**config.mk**
```make
export PLATFORM = sky130hd
export DESIGN_NAME = vec_mag_sq
export DESIGN_NICKNAME = d
export VERILOG_FILES = /design/src/rtl/vec_mag_sq_pkg.sv /design/src/rtl/vec_mag_sq_sat_shift_u.sv /design/src/rtl/vec_mag_sq.sv
export SDC_FILE = /design/constraint.sdc
export NUM_CORES = 1
export LEC_CHECK = 0
export CORE_ASPECT_RATIO = 0.9
export CORE_MARGIN = 8
export CORE_UTILIZATION = 40
export DETAILED_ROUTE_END_ITERATION = 12
export PLACE_DENSITY_LB_ADDON = 0.05
export SYNTH_ARGS = -nofsm -noshare
export SYNTH_HDL_FRONTEND = slang
export SYNTH_HIERARCHICAL = 1
export SYNTH_SLANG_ARGS = --single-unit
```
**constraint.sdc**
```tcl
create_clock -name clk -period 9.1 [get_ports clk]
set_clock_uncertainty 0.2 [all_clocks]
set_input_delay 1.82 -clock clk [delete_from_list [all_inputs] [get_ports clk]]
set_output_delay 1.82 -clock clk [all_outputs]
set_load 0.01 [all_outputs]
```
**src/rtl/vec_mag_sq_pkg.sv**
```systemverilog
// Shared types and operand-format constants for the vector magnitude feeder.
// The root unit imports the same constants so the UQ8.4 operand format stays locked.
package vec_mag_sq_pkg;

  localparam int MAG_COMP_W    = 8;
  localparam int MAG_COMP_FRAC = 4;
  localparam int SR_IN_W       = 12;
  localparam int SR_IN_FRAC    = 4;

  typedef enum logic [2:0] {
    IDLE   = 3'd0,
    MUL_X  = 3'd1,
    MUL_Y  = 3'd2,
    MUL_Z  = 3'd3,
    NORM   = 3'd4,
    ISSUE  = 3'd5,
    WAIT   = 3'd6,
    BYPASS = 3'd7
  } mag_state_t;

endpackage

```
**src/rtl/vec_mag_sq_sat_shift_u.sv**
```systemverilog
// Unsigned right shift followed by saturation to a narrower width.
// Reusable for any unsigned fixed-point format conversion that drops fraction bits.
module sat_shift_u #(
  parameter int IN_W  = 18,
  parameter int OUT_W = 12,
  parameter int SHIFT = 4
) (
  input  logic [IN_W-1:0]  din,
  output logic [OUT_W-1:0] dout
);

  logic [IN_W-1:0] shifted;

  assign shifted = din >> SHIFT;

  generate
    if (IN_W > OUT_W) begin : g_sat
      // Any surviving bit above the output width means the value does not fit.
      assign dout = (|shifted[IN_W-1:OUT_W]) ? {OUT_W{1'b1}} : shifted[OUT_W-1:0];
    end else begin : g_pad
      assign dout = OUT_W'(shifted);
    end
  endgenerate

endmodule

```
**src/rtl/vec_mag_sq.sv**
```systemverilog
// Computes x^2+y^2+z^2 of a signed vector with one shared multiplier and hands the
// UQ8.4 result to the square-root unit; zero operands are bypassed since the root never finishes on them.
module vec_mag_sq
  import vec_mag_sq_pkg::*;
#(
  parameter int COMP_W    = MAG_COMP_W,
  parameter int COMP_FRAC = MAG_COMP_FRAC,
  parameter int OUT_W     = SR_IN_W,
  parameter int OUT_FRAC  = SR_IN_FRAC
) (
  input  logic              clk,
  input  logic              rst_,
  input  logic              in_valid,
  output logic              in_ready,
  input  logic [COMP_W-1:0] vx,
  input  logic [COMP_W-1:0] vy,
  input  logic [COMP_W-1:0] vz,
  output logic [OUT_W-1:0]  sqrt_a,
  output logic              sqrt_start,
  input  logic              sqrt_done,
  output logic              zero_bypass,
  output logic              busy,
  output logic [2:0]        dbg_state
);

  localparam int SQ_W  = 2 * COMP_W;
  localparam int ACC_W = 2 * COMP_W + 2;
  localparam int SHIFT = 2 * COMP_FRAC - OUT_FRAC;

  mag_state_t         state_q, state_d;
  logic [COMP_W-1:0]  x_q, x_d, y_q, y_d, z_q, z_d;
  logic [ACC_W-1:0]   acc_q, acc_d;
  logic [OUT_W-1:0]   sqrt_a_q, sqrt_a_d;
  logic [COMP_W-1:0]  mul_op;
  logic [SQ_W-1:0]    mul_ext;
  logic [SQ_W-1:0]    sq;
  logic [ACC_W-1:0]   sq_ext;
  logic [OUT_W-1:0]   sat_out;

  // Shared multiplier: the operand is picked by the current MUL_* state.
  always_comb begin
    mul_op = x_q;
    case (state_q)
      MUL_Y:   mul_op = y_q;
      MUL_Z:   mul_op = z_q;
      default: mul_op = x_q;
    endcase
  end

  // Sign-extended unsigned multiply keeps the low bits of the signed square exact,
  // so -2^(COMP_W-1) squares to its true positive value.
  assign mul_ext = {{COMP_W{mul_op[COMP_W-1]}}, mul_op};
  assign sq      = mul_ext * mul_ext;
  assign sq_ext  = {2'b00, sq};

  sat_shift_u #(
    .IN_W  (ACC_W),
    .OUT_W (OUT_W),
    .SHIFT (SHIFT)
  ) u_sat (
    .din  (acc_q),
    .dout (sat_out)
  );

  // Handshake: a vector transfers on any clock edge where in_valid && in_ready;
  // in_ready is high only in IDLE, and sqrt_done counts only while in WAIT.
  always_comb begin
    state_d  = state_q;
    x_d      = x_q;
    y_d      = y_q;
    z_d      = z_q;
    acc_d    = acc_q;
    sqrt_a_d = sqrt_a_q;
    case (state_q)
      IDLE: begin
        if (in_valid) begin
          x_d     = vx;
          y_d     = vy;
          z_d     = vz;
          state_d = MUL_X;
        end
      end
      MUL_X: begin
        acc_d   = sq_ext;
        state_d = MUL_Y;
      end
      MUL_Y: begin
        acc_d   = acc_q + sq_ext;
        state_d = MUL_Z;
      end
      MUL_Z: begin
        acc_d   = acc_q + sq_ext;
        state_d = NORM;
      end
      NORM: begin
        sqrt_a_d = sat_out;
        state_d  = (sat_out == '0) ? BYPASS : ISSUE;
      end
      ISSUE:   state_d = WAIT;
      WAIT:    if (sqrt_done) state_d = IDLE;
      BYPASS:  state_d = IDLE;
      default: state_d = IDLE;
    endcase
  end

  always_ff @(posedge clk or negedge rst_) begin
    if (!rst_) begin
      state_q  <= IDLE;
      x_q      <= '0;
      y_q      <= '0;
      z_q      <= '0;
      acc_q    <= '0;
      sqrt_a_q <= '0;
    end else begin
      state_q  <= state_d;
      x_q      <= x_d;
      y_q      <= y_d;
      z_q      <= z_d;
      acc_q    <= acc_d;
      sqrt_a_q <= sqrt_a_d;
    end
  end

  assign in_ready    = (state_q == IDLE);
  assign busy        = (state_q != IDLE);
  assign sqrt_start  = (state_q == ISSUE);
  assign zero_bypass = (state_q == BYPASS);
  assign sqrt_a      = sqrt_a_q;
  assign dbg_state   = state_q;

endmodule

```
; Word-level counts from Yosys, hierarchy flattened
; Index checks and enable logic that the tools add are counted.
[word_totals]
register_bits = 57
inputBits = 28
wordCells = 32
[op_classes]
add_sub_neg = 1
mul = 1
eq_ne = 9
mux = 7
n_reduce_logical = 8
[op_table]
columns = cell, n
row1 = $pmux 18 s2, 1
row2 = $pmux 3 s8, 1
row3 = $add 18x16->18, 1
row4 = $mul 8x8->16, 1
row5 = $pmux 8 s2, 1
row6 = $eq 3x3->1 const B, 4
row7 = $logic_not 12->1, 1
row8 = $mux 12, 1
row9 = $eq 3x2->1 const B, 2
row10 = $mux 3, 2
row11 = $ne 2x2->1 const B, 2
row12 = $reduce_and 2->1, 2
row13 = $reduce_or 2->1, 2
row14 = $eq 3x1->1 const B, 1
row15 = $logic_not 3->1, 1
row16 = $reduce_bool 3->1, 1
row17 = $mux 2, 1
row18 = $reduce_bool 2->1, 1

; Logic depth before layout (Yosys ltp)
[depth]
word_depth = 5
ltp_mapped = 29
ltp_nobuf = 27

; By module
; The synthesis kept the hierarchy.
[modules_own_cells]
columns = mod, instances, cells_per_inst, area_per_inst_um2, seq_area_each_um2
row1 = vec_mag_sq, 1, 540, 5301.3, 1426.4
row2 = sat_shift_u, 1, 14, 87.6, 0.0

; Least setup slack after synthesis
; No wires, ideal clock.
[synth_timing]
path_kind = reg-to-reg
start = reg state_q[0], in the netlist dbg_state[0]
end = reg acc_q[16]
setup_time_ns = 0.126
t_arrival_ns = 6.163
slack_ns = 2.611
stages_incl_launch_ff = 27
period_less_slack_ns = 6.489
cell_sequence = dfrtp_1 > buf_2 > buf_2 > mux2i_1 > o21ai_1 > inv_1 > nor2_1 > inv_1 > fa_1 > inv_1 > fa_1 > fa_1 > inv_1 > fa_1 > inv_1 > ha_1 > o21ai_0 > nor2_1 > a21oi_1 > xnor2_1 > ha_1 > and2_4 > a221oi_4 > a21boi_2 > o21ai_2 > a21o_1 > a221o_1
[synth_via]
elab_chain_cells = 5
[synth_rtl]
columns = element, line
row1 = start: declaration, vec_mag_sq.sv:30  ; mag_state_t state_q, state_d;
row2 = start signal: assignment, vec_mag_sq.sv:115  ; state_q <= state_d;
row3 = $eq 3x2->1, "vec_mag_sq.sv:43, vec_mag_sq.sv:74"
row4 = $pmux 8 s2, vec_mag_sq.sv:43  ; case (state_q)
row5 = $mul 8x8->16, vec_mag_sq.sv:53  ; assign sq = mul_ext * mul_ext;
row6 = $add 18x16->18, "vec_mag_sq.sv:88, vec_mag_sq.sv:92"
row7 = $pmux 18 s2, vec_mag_sq.sv:74  ; case (state_q)
row8 = end signal: assignment, vec_mag_sq.sv:112  ; acc_q <= '0;
row9 = end signal: assignment, vec_mag_sq.sv:119  ; acc_q <= acc_d;
row10 = end: declaration, vec_mag_sq.sv:32  ; logic [ACC_W-1:0] acc_q, acc_d;
; Parallel ways exist; a longest one is shown, timed or not.
; A chain may end at the register's enable or synchronous reset.

; Worst setup path after layout
[layout_timing]
start = reg state_q[1], in the netlist dbg_state[1]
end = reg acc_q[16]
; The elaborated chain is that of the path after synthesis.

==> flow_summary_export.csv <==
group,metric,value,unit
setup_path,crit_fanout,16,
setup_path,r2r_slack,1.51,ns
synthesis,syn-num-nets,671,
synthesis,synth_area_leaders,"dfrtp_1 26%, fa_1 16%, ha_1 11%, mux2_2 6.5%, inv_1 5.1%",
placed_design,dp_slack,1.438,ns
routing,vias_per_cell,5.135,
synthesis,synth_edf_count,0,
floorplan,die_x,138.4,um
global_route,use_met2,23.13,%
timing,maxSlewViolCount,0,
timing,hold_violations,0,
global_route,gr-usage-met1,18.56,%
routing,drtPass1Iterations,4,
synthesis,yosys.area.top_type,"dfrtp_1",
synthesis,synthesis.area,5389,um^2
placed_design,place.gp.congestion,0.8719,
cells_and_area,fin_nets,713,
synthesis,netlist_instances,554,
synthesis,post-synth-top-count-cell,"inv_1",
global_route,grt_overflow,0,
global_route,grt_pass1_vias,4213,
timing,worst_slew_pin_slew,1.092,ns
cells_and_area,fillers,1260,
clock_tree,cts_resized,0,
timing,tns,0,ns
clock_tree,ctsHoldBuffers,0,
clock_tree,cts_buffer_depth,2,
synthesis,syn-mean-instance-area,9.727,um^2
setup_path,arrival,7.61,ns
clock_tree,clkLatencyLatePin,0.33,ns
clock_tree,cts_sinks,57,
cells_and_area,fin_util,47.46,%
routing,wl_per_cell,15.48,um
synthesis,synth_flop_cell,"dfrtp_1",
clock_tree,cts_tree,"yes",
floorplan,core,13260,um^2
global_route,antenna_found_initial,0,
synthesis,yosysWarningCount,6,
setup_path,crit_required,9.11,ns
synthesis,synth_cell_types,60,
clock_tree,post_cts_buffers,0,
min_path,min_path_cells,1,
routing,ant_nets,0,
global_route,grt_usage,14.31,%
synthesis,ys_ff_latch,57,
global_route,grt_max_degree,58,
setup_path,critPathKind,"flip-flop to flip-flop",
floorplan,start_util,40.63,%
placed_design,io_buffer_count,46,
setup_path,startpoint_type,"flip-flop",
global_route,top_usage_layer,"met2",
clock_tree,clk_pin_slew,0.06,ns
cells_and_area,instances_no_fill,769,
min_path,hp-start,"y_q[5]",
placed_design,dp_hpwl,9.593,mm
setup_path,end_kind,"flip-flop",
timing,fin_crit_sh,83.43,%
setup_path,rr_endpoint,"acc_q[16]",
routing,wl,11.90,mm
clock_tree,htree_levels,3,
setup_path,r2r.worst_path.cells,24,
cells_and_area,antenna_cells,0,
setup_path,r2r-start,"dbg_state[1]",
min_path,min_path_type,"flip-flop to flip-flop",
timing,rsz0062_at_grt,"false",
routing,dr_total_vias,3949,
cells_and_area,syn_to_final_growth,16.81,%
floorplan,die-area,17450,um^2
clock_tree,numCtsBuffers,9,
timing,setup_violations,0,
timing,slew-limit-headroom,27.18,%
cells_and_area,drive_above_1_share,11.81,%
clock_tree,ctsRootBufferMaster,"clkbuf_16",
synthesis,async_flop_share,100.0,%
flow_run,drv_cap,0,
timing,fmax,131.7,MHz
placed_design,dp.cells,753,
outcome,outcome,"finished clean",
synthesis,synth_seq_area_share,26.47,%
synthesis,yosys-top-cells-count,"73 x inv_1, 57 x dfrtp_1, 46 x ha_1",
routing,remaining_drc_errors,0,
floorplan,placementRows,40,
global_route,use_met3,3.606,%
routing,initialDrtViolationCount,166,
timing,setup_ws,1.508,ns
min_path,hold_end,"y_q[5]",
floorplan,io_pins,47,
timing,layout_min_cycle_time,7.592,ns
global_route,grt_pass1_wl,20.62,mm
synthesis,yosys.area.top_type_share,26.47,%
floorplan,die_h,126.1,um
[worst max path at each step]
stage / from / endpoint / slack (ns) / cells past startpoint
CTS: dbg_state[1] / acc_q[16] / 1.46 / 24
detailed placement: dbg_state[1] / acc_q[16] / 1.44 / 24
finish: dbg_state[1] / acc_q[16] / 1.51 / 24
floorplan: dbg_state[0] / acc_q[16] / 2.61 / 26
global route: dbg_state[1] / acc_q[16] / 0.97 / 24
global placement: dbg_state[1] / acc_q[16] / 1.57 / 24
[critical path, cell delays in order, from the launching register on]
cell and delay (ns):
dfrtp_1 0.67, nand2b_1 0.49, o21ai_1 0.54, inv_1 0.28
nor2_1 0.24, inv_1 0.09, fa_1 0.50, inv_1 0.06
fa_1 0.52, fa_1 0.54, inv_1 0.05, fa_1 0.52
inv_1 0.04, ha_1 0.33, o21ai_0 0.24, nor2_1 0.10
a21oi_1 0.19, xnor2_1 0.17, ha_1 0.34, and2_4 0.19
a221oi_4 0.30, a21boi_2 0.30, o21ai_2 0.10, a21o_1 0.19
a221o_1 0.28
[layout by cell type, fill, tap and decap left out, types with 3 or more instances in the layout]
master,netlist,routed
fa_1,43,43
buf_4,3,3
nor4_1,3,3
mux2i_1,10,10
nor2b_1,4,4
a21oi_1,20,20
inv_1,73,73
dfrtp_1,57,57
ha_1,46,46
o211ai_1,3,3
and2_1,3,3
clkbuf_16,0,9
clkdlybuf4s50_1,0,45
or3_1,11,11
o21ai_0,9,9
o21bai_1,3,3
a21o_1,14,14
a22o_1,3,3
a22oi_1,6,6
nand2_1,38,38
mux2_1,6,6
inv_2,3,3
nor2_1,45,45
o21a_1,4,4
xnor2_1,19,19
nor3_1,8,8
o21ai_1,9,9
a21oi_2,4,4
xor2_1,10,10
a31oi_1,7,7
mux2_2,31,31
nand3_1,7,7
a211oi_1,5,5
[per-layer routing]
layer / wire length [um] / vias to the layer above
met1: 5795 / 1918
li1: - / 1965
met2: 5547 / 57
met4: 109 / 0
met5: 0 / -
met3: 449 / 9
[cell type report]
type	count	area, um^2	area share (%)
well taps	168	210.2	3.339
clock inverters	4	76.32	1.212
multi-input cells	403	3572	56.75
clock buffers	12	246.5	3.916
flip-flops and latches	57	1426	22.66
repair buffers	49	478.0	7.593
inverters	76	285.3	4.532
[sequential cells by signal (all words and copies together) (netlist names)]
| name | flops |
|---|---|
| acc_q | 18 |
| z_q | 8 |
| sqrt_a | 12 |
| y_q | 8 |
| dbg_state | 3 |
| x_q | 8 |
[stage by stage]
stage | instance area [um^2] | hold slack, ns
after floorplan | 5389 | 0.2563
after global placement | 5972 | 0.2719
after detailed placement | 5972 | 0.2787
after CTS | 6295 | 0.2887
after global routing | 6295 | 0.3206
final | 6295 | 0.2946
[kinds of logic after synthesis]
group	count (synthesis)	synth area share, %
compound gates	104	13.61
mux	47	9.589
fa+ha+maj	89	26.65
flops	57	26.47
xor+xnor	30	5.015
simple gates	133	11.42
buf+inv	94	7.244
Power is left out: the tool's default activity adds up to more than one toggle a clock period on the data nets, which glitch-free logic cannot reach.
